[config.mk]
export PLATFORM = sky130hd
export DESIGN_NAME = cursor_navigator
export DESIGN_NICKNAME = d
export VERILOG_FILES = /design/src/rtl/nav_pkg.sv /design/src/rtl/rise_detect.sv /design/src/rtl/cursor_navigator.sv
export SDC_FILE = /design/constraint.sdc
export NUM_CORES = 1
export LEC_CHECK = 0
export ABC_AREA = 1
export CORE_MARGIN = 2
export CORE_UTILIZATION = 30
export DETAILED_ROUTE_END_ITERATION = 10
export DONT_BUFFER_PORTS = 1
export PLACE_DENSITY_LB_ADDON = 0.08
export SETUP_SLACK_MARGIN = 0.02
export SLEW_MARGIN = 0
export SYNTH_ARGS = -nofsm -noshare
export SYNTH_HDL_FRONTEND = slang
export SYNTH_SLANG_ARGS = --single-unit
[constraint.sdc]
create_clock -name clk -period 9 [get_ports clk]
set_input_delay 1.8 -clock clk [delete_from_list [all_inputs] [get_ports clk]]
set_output_delay 1.8 -clock clk [all_outputs]
set_load 0.01 [all_outputs]
[src/rtl/nav_pkg.sv]
// nav_pkg: shared state type and wrap-around slot search for the cursor navigator
package nav_pkg;
  typedef enum logic [1:0] {NAV_IDLE, NAV_BROWSE, NAV_OFFER} nav_state_t;
  function automatic int next_unmasked(input int idx, input logic [31:0] mask, input int n);
    int r;
    logic [31:0] s;
    r = idx;
    for (int k = 31; k >= 1; k--) begin
      s = mask >> ((idx + k) % n);
      if (k < n && !s[0]) r = (idx + k) % n;
    end
    return r;
  endfunction
endpackage

[src/rtl/rise_detect.sv]
// rise_detect: one-cycle pulse on the rising edge of a synchronous level
module rise_detect (
  input  logic clk,
  input  logic rst,
  input  logic level,
  output logic rise
);
  logic r_q;
  // previous level, updated every cycle regardless of consumer state
  always_ff @(posedge clk or posedge rst)
    if (rst) r_q <= 1'b0;
    else r_q <= level;
  assign rise = level & ~r_q;
endmodule

[src/rtl/cursor_navigator.sv]
// cursor_navigator: menu cursor with masked-slot skipping, wrap, auto-select timeout and choice handshake
module cursor_navigator
  import nav_pkg::*;
#(
  parameter int NUM_OPTIONS = 7,
  parameter int TIMEOUT_CYCLES = 500000000,
  localparam int CW = $clog2(NUM_OPTIONS)
) (
  input  logic                   clk,
  input  logic                   rst,
  input  logic                   enable,
  input  logic                   next,
  input  logic                   select,
  input  logic [NUM_OPTIONS-1:0] option_mask,
  input  logic                   choice_ready,
  output logic                   choice_valid,
  output logic [CW-1:0]          choice,
  output logic [CW-1:0]          cursor,
  output logic                   timeout,
  output logic                   all_blocked,
  output logic                   active
);
  localparam int TW = TIMEOUT_CYCLES > 0 ? $clog2(TIMEOUT_CYCLES + 1) : 1;
  localparam logic [TW-1:0] TLAST = TW'(TIMEOUT_CYCLES - 1);
  localparam logic [TW-1:0] TMAX = TW'(TIMEOUT_CYCLES);
  nav_state_t r_state, w_state_n;
  logic [CW-1:0] r_cursor, r_choice, w_cursor_n, w_choice_n, w_step, w_first;
  logic [TW-1:0] r_timer, w_timer_n, w_inc;
  logic r_valid, r_timeout, w_valid_n, w_timeout_n;
  logic w_next_rise, w_sel_rise, w_cur_masked, w_fire;
  rise_detect u_next (.clk(clk), .rst(rst), .level(next), .rise(w_next_rise));
  rise_detect u_sel (.clk(clk), .rst(rst), .level(select), .rise(w_sel_rise));
  assign all_blocked = &option_mask;
  assign active = r_state != NAV_IDLE;
  assign choice_valid = r_valid;
  assign choice = r_choice;
  assign cursor = r_cursor;
  assign timeout = r_timeout;
  assign w_step = CW'(next_unmasked(int'(r_cursor), 32'(option_mask), NUM_OPTIONS));
  assign w_first = option_mask[0] ? CW'(next_unmasked(0, 32'(option_mask), NUM_OPTIONS)) : '0;
  assign w_cur_masked = option_mask[r_cursor];
  assign w_fire = (TIMEOUT_CYCLES != 0) && (r_timer >= TLAST);
  assign w_inc = (r_timer == TMAX) ? r_timer : r_timer + TW'(1);
  // next-state logic: select beats step beats auto-advance; timer is cleared when leaving for OFFER so a returning BROWSE starts fresh
  always_comb begin
    w_state_n = r_state;
    w_cursor_n = r_cursor;
    w_choice_n = r_choice;
    w_valid_n = r_valid;
    w_timer_n = r_timer;
    w_timeout_n = 1'b0;
    case (r_state)
      NAV_IDLE: if (enable) begin
        w_state_n = NAV_BROWSE;
        w_cursor_n = w_first;
        w_timer_n = '0;
      end
      NAV_BROWSE:
        if (!enable) w_state_n = NAV_IDLE;
        else if (all_blocked) w_timer_n = '0;
        else if ((w_sel_rise || w_fire) && !w_cur_masked) begin
          w_state_n = NAV_OFFER;
          w_choice_n = r_cursor;
          w_valid_n = 1'b1;
          w_timeout_n = !w_sel_rise;
          w_timer_n = '0;
        end else begin
          w_cursor_n = (w_next_rise || w_cur_masked) ? w_step : r_cursor;
          w_timer_n = (w_next_rise || w_sel_rise) ? '0 : w_inc;
        end
      NAV_OFFER: if (choice_ready) begin
        w_valid_n = 1'b0;
        w_state_n = enable ? NAV_BROWSE : NAV_IDLE;
        w_timer_n = '0;
      end
      default: w_state_n = NAV_IDLE;
    endcase
  end
  // state, cursor, offered choice and timer registers
  always_ff @(posedge clk or posedge rst)
    if (rst) begin
      r_state <= NAV_IDLE;
      r_cursor <= '0;
      r_choice <= '0;
      r_valid <= 1'b0;
      r_timeout <= 1'b0;
      r_timer <= '0;
    end else begin
      r_state <= w_state_n;
      r_cursor <= w_cursor_n;
      r_choice <= w_choice_n;
      r_valid <= w_valid_n;
      r_timeout <= w_timeout_n;
      r_timer <= w_timer_n;
    end
endmodule

Word level (Yosys, flattened, before mapping)
Index checks and enable logic that the tools add are counted.
{"block": "op_classes", "mux": 45, "n_lt_le_gt_ge": 2, "n_bitwise": 5, "eq_ne": 14, "shifts": 6, "n_addsub": 7, "div_mod_pow": 6, "n_reduce_logical": 17}
{"operator": "$mux W29", "count": 7}
{"operator": "$mod A32 B4 Y32 const B", "count": 6}
{"operator": "$shr A7 B32 Y1", "count": 6}
{"operator": "$pmux W29 S3", "count": 1}
{"operator": "$mux W3", "count": 18}
{"operator": "$add A29 B1 Y29 const B", "count": 1}
{"operator": "$eq A29 B29 Y1 const B", "count": 1}
{"operator": "$ge A29 B29 Y1 const B", "count": 1}
{"operator": "$ne A2 B2 Y1 const B", "count": 7}
{"operator": "$reduce_and A7 Y1", "count": 2}
{"operator": "$add A3 B3 Y4 const B", "count": 3}
{"operator": "$mux W1", "count": 10}
{"operator": "$mux W2", "count": 5}
{"operator": "$reduce_and A5 Y1", "count": 2}
{"operator": "$add A3 B2 Y4 const B", "count": 2}
{"operator": "$reduce_and A4 Y1", "count": 2}
{"operator": "$ne A7 B7 Y1 const B", "count": 1}
{"operator": "$ne A3 B3 Y1 const B", "count": 2}
{"operator": "$pmux W2 S3", "count": 1}
{"operator": "$pmux W3 S2", "count": 1}
{"operator": "$reduce_bool A2 Y1", "count": 3}
{"operator": "$ne A5 B5 Y1 const B", "count": 1}
{"operator": "$add A3 B1 Y4 const B", "count": 1}
{"operator": "$lt A3 B4 Y1 const B", "count": 1}
{"operator": "11 further kinds", "count": 17}
{"block": "totals", "reg_bits": 41, "output_inout_bits": 10, "input_bits": 13, "wordCells": 110}

Logic depth before layout (Yosys ltp)
{"block": "depth", "word_depth": 14, "depth_mapped": 29, "mapped_depth_nobuf": 27}

Hierarchy
Synthesis repeated with hierarchy kept, for this count alone.
{"block": "unflattened", "cells_unflattened": 697, "hier_area_um2": 4518.1}
{"module": "cursor_navigator", "cells_each": 689, "n_inst": 1, "seq_area_each_um2": 975.9, "area_per_inst_um2": 4440.5}
{"module": "rise_detect", "cells_each": 4, "n_inst": 2, "seq_area_each_um2": 25.0, "area_per_inst_um2": 38.8}

Worst setup path after synthesis
OpenSTA, ideal clock, no wires.
{"block": "synth_path", "kind": "input to output", "start": "in option_mask[0]", "end": "out all_blocked", "slack_ns": 4.630, "required_time_ns": 7.200, "cell_stages": 5, "arrival_time_ns": 2.570, "path_buffers": 1, "cell_sequence": "buf_2 inv_1 nor4_1 nand2_1 inv_2"}
{"block": "synth_via", "elab_chain_cells": 1}
{"element": "start, declared", "line_no": "cursor_navigator.sv:14", "rtl": "input logic [NUM_OPTIONS-1:0] option_mask,"}
{"element": "$reduce_and A7 Y1", "line_no": "cursor_navigator.sv:33", "rtl": "assign all_blocked = &option_mask;"}
{"element": "end, declared", "line_no": "cursor_navigator.sv:20", "rtl": "output logic all_blocked,"}
Every way passes these cells.

Worst setup path in the final report
{"block": "layout_path", "start": "reg r_cursor[1], in the netlist cursor[1]", "end": "reg r_cursor[2], in the netlist cursor[2]"}
{"block": "layout_via", "elab_chain_cells": 13, "elab_cells_between_ends": 38, "cone_classes": "add/sub: 6; div: 6; eq/ne: 3; shift: 6; mux: 13; reduce/logical: 4"}
{"element": "start, declared", "line_no": "cursor_navigator.sv:27", "rtl": "logic [CW-1:0] r_cursor, r_choice, w_cursor_n, w_choice_n, w_step, w_first;"}
{"element": "start signal, assigned", "line_no": "cursor_navigator.sv:90", "rtl": "r_cursor <= w_cursor_n;"}
{"element": "$add A3 B3 Y4", "line_no": "nav_pkg.sv:9, nav_pkg.sv:10"}
{"element": "$mod A32 B4 Y32", "line_no": "nav_pkg.sv:9, nav_pkg.sv:10"}
{"element": "$shr A7 B32 Y1 or $mux W3 (tied branches)", "line_no": "nav_pkg.sv:9, nav_pkg.sv:10"}
{"element": "$mux W3 (5 in a row)", "line_no": "nav_pkg.sv:10", "rtl": "if (k < n && !s[0]) r = (idx + k) % n;"}
{"element": "$mux W3", "line_no": "cursor_navigator.sv:68", "rtl": "w_cursor_n = (w_next_rise || w_cur_masked) ? w_step : r_cursor;"}
{"element": "$mux W3", "line_no": "cursor_navigator.sv:61", "rtl": "else if ((w_sel_rise || w_fire) && !w_cur_masked) begin"}
{"element": "$mux W3", "line_no": "cursor_navigator.sv:60", "rtl": "else if (all_blocked) w_timer_n = '0;"}
{"element": "$mux W3", "line_no": "cursor_navigator.sv:59", "rtl": "if (!enable) w_state_n = NAV_IDLE;"}
{"element": "$pmux W3 S2", "line_no": "cursor_navigator.sv:52", "rtl": "case (r_state)"}
Several ways; a longest one is shown, not always the timed one. The select of a mux whose other input is x is not followed.
A chain may end at the register's enable or synchronous reset.

==> impl_metrics.csv <==
group,metric,value,unit
outcome,outcome,"finished, final reports clean",
synth,ys_ff_latch,41,
route,dr_wl_met3,638,µm
timing,min_period,4.379,ns
clock_tree,cts_buffers,5,
route,post-route-drc-count,0,
worst_setup_path,path_max_fanout,15,
clock_tree,cts_max_level,2,
power_and_ir_drop,p_per_area,405.2,mW/mm²
synth,synth_top_cell_area_share,0.2299,
worst_hold_path,worstHoldPathType,"reg2reg",
synth,yosysMostFrequentCell,"nand2_1",
timing,hold-worst-slack,0.4993,ns
route,vias_per_cell,5.281,
finish,n_fill_cell,1615,
grt,overflow,0,
die,ios,23,
synth,syn_inst,690,
synth,synthArstFlopShare,1.000,
finish,antennaDiodeCount,0,
timing,max_slew_margin,0.3763,
worst_setup_path,worst_setup_path_end_kind,"flip-flop",
synth,yosysWarnings,0,
finish,area_growth,7.121,%
die,start_util,0.3071,
grt,grt.total_usage,0.1820,
grt,grt_max_degree,42,
route,ant_nets,0,
die,rows,44,
worst_setup_path,cp.required,9.18,ns
clock_tree,clk_pin_slew,0.06,ns
placed_design,place_congestion,1.008,
clock_tree,cts_root_buffer,"clkbuf_16",
power_and_ir_drop,vdd_drop_max,188.5,µV
clock_tree,cts_hold_buffers,0,
route,initialDrtViolationCount,311,
timing,fin_skew,0.004662,ns
route,wl_met1,5971,µm
route,vias,4610,
timing,slew_viol_final,0,
finish,drive_gt1_frac,0.1118,
die,dieWidth,126.0,µm
synth,yosysTopAreaCell,"dfrtp_1",
route,dr.pass1.iters,7,
synth,yosysSeqAreaShare,0.2299,
timing,finalCritPeriodShare,0.4865,
timing,maxClockFrequency,0.2284,GHz
synth,syn_area,0.004463,mm²
clock_tree,tritoncts,"yes",
grt,grt_antenna_before_repair,0,
die,die_h,126.0,µm
power_and_ir_drop,p_total,1.937,mW
placed_design,portBuffers,0,
clock_tree,cts_max_path_buffers,2,
clock_tree,cts-resized-gates,0,
route,wirelength,14190,µm
route,post_drt_wl_per_cell,16.25,µm
synth,synth_cell_types,48,
clock_tree,clk_latency,0.28,ns
timing,tightestPinTransition,0.9341,ns
synth,synth-edff-count,0,
power_and_ir_drop,p_leak,2.192,nW
grt,grt_pass1_wl,23600,µm
worst_setup_path,startpoint_type,"flip-flop",
grt,grt_pass1_vias,4570,
route,top_layer_used,"met4",
route,wl_met2,7117,µm
placed_design,dp_hpwl,11170,µm
die,core,0.01453,mm²
synth,syn_nets,726,
clock_tree,cts.sinks,41,
synth,synthFlopType,"dfrtp_1",
run,max_cap_viol_count,0,
clock_tree,cts_setup_buffers,0,
die,die_area,0.01587,mm²
placed_design,placed_cells,865,
synth,synth.top_cells.by_count,"nand2_1, inv_1, nand3_1",
synth,synthTopCellsByArea,"dfrtp_1, nand2_1, nand3_1, inv_1, ha_1",
finish,fin_cells,873,
worst_setup_path,worst_ep_arrival_time,4.56,ns
synth,avgSynthCellArea,6.468,µm²
timing,finalHoldViolCount,0,
worst_setup_path,critPathKind,"reg2reg",
timing,rsz0062_at_grt,"false",
timing,setup_viol,0,
finish,fin_nets,724,
timing,tns,0,ns
-- path summary, 6_finish.rpt --
check | from | to | slack, ns | depth (start not counted)
min in group asynchronous | rst | r_timer[0]$_DFFE_PP0P_ | 1.60 | 1
worst min register to register | r_timer[20]$_DFFE_PP0P_ | r_timer[20]$_DFFE_PP0P_ | 0.50 | 1
worst min-delay path | r_timer[20]$_DFFE_PP0P_ | r_timer[20]$_DFFE_PP0P_ | 0.50 | 1
max in group asynchronous | rst | r_timer[21]$_DFFE_PP0P_ | 6.81 | 1
worst max register to register | cursor[1]$_DFFE_PP0P_ | cursor[2]$_DFFE_PP0P_ | 4.62 | 22
worst max-delay path | cursor[1]$_DFFE_PP0P_ | cursor[2]$_DFFE_PP0P_ | 4.62 | 22
-- power by group --
part | total, mW | switching (mW) | internal, mW
logic | 1.52 | 1.04 | 0.477
clock network | 0.178 | 0.0756 | 0.102
registers | 0.244 | 0.0404 | 0.204
total | 1.94 | 1.15 | 0.783
-- cell usage in the layout, fill, tap and decap left out, types with 3 or more instances in the layout --
cell,Yosys,layout
o211ai_1,6,6
a21oi_2,3,3
inv_1,93,92
a31oi_1,4,4
nand2_4,6,6
nand2_2,21,21
nor3_1,16,16
o21ai_1,3,3
clkbuf_16,0,5
nand3_4,5,5
nand3_1,86,86
dfrtp_1,41,41
nor4_1,13,13
nor2_1,48,48
nand3_2,5,5
inv_2,10,11
a21boi_0,3,3
clkinv_2,1,3
nor2_2,3,3
nand4_1,13,13
ha_1,22,22
nand2_1,163,163
o21ai_2,5,5
xor2_1,12,12
a21oi_1,37,37
o21ai_0,37,37
-- flip-flops by register name, indices dropped and copies added (netlist names) --
register / count
choice: 3
choice_valid: 1
cursor: 3
r_state: 2
r_timer: 29
timeout: 1
u_next.r_q: 1
u_sel.r_q: 1
-- per-layer routing --
| metal | vias to the layer above | GRT usage |
|---|---|---|
| met5 | - | 0 |
| met4 | 0 | 0.07046 |
| li1 | 2284 | - |
| met2 | 119 | 0.3318 |
| met3 | 32 | 0.02209 |
| met1 | 2175 | 0.2172 |
-- worst max-delay path: stages, from the launching register on --
cell      delay (ns)
dfrtp_1         0.81
clkinv_2        0.35
ha_1            0.61
inv_1           0.31
ha_1            0.25
inv_1           0.06
or2_2           0.33
nand2_4         0.13
nand2_2         0.07
nand2_2         0.07
nand3_2         0.14
nand3_4         0.12
and2_4          0.15
xor2_2          0.18
inv_2           0.07
nand2_2         0.08
nand3_4         0.09
inv_2           0.09
nand2_2         0.07
nand2_2         0.11
nor2_1          0.05
nand2_1         0.07
nand2_1         0.04
-- cells by family (layout without fill, tap and decap cells) --
family | count (synthesis) | count (layout) | share of synthesized area
AOI/OAI and AO/OA | 109 | 109 | 0.1469
DFF | 41 | 41 | 0.2299
buffers and inverters | 116 | 115 | 0.1051
and+or+nand+nor | 388 | 388 | 0.4247
xor gates and xnor gates | 13 | 13 | 0.02719
adders and majority gates | 23 | 23 | 0.06616
-- cell type report --
type / instances / area, µm² / area share
timing repair buffer: 2 / 15.01 / 0.003141
tap: 184 / 230.2 / 0.04815
multi-input combinational: 533 / 2968 / 0.6208
clock buffer: 6 / 128.9 / 0.02696
clock inverter: 2 / 10.01 / 0.002094
sequential: 41 / 1026 / 0.2146
inverter: 105 / 402.9 / 0.08427
-- through the flow --
step           setup WS, ns  utilization  area, µm²
6_report              4.621       0.3289       4781
5_1_grt               4.188       0.3289       4781
4_1_cts               4.577       0.3289       4781
3_3_place_gp          4.665       0.3194       4642
2_1_floorplan         4.630            -       4463
3_5_place_dp          4.600       0.3194       4642
No activity file was read; power rests on OpenSTA's default activity.
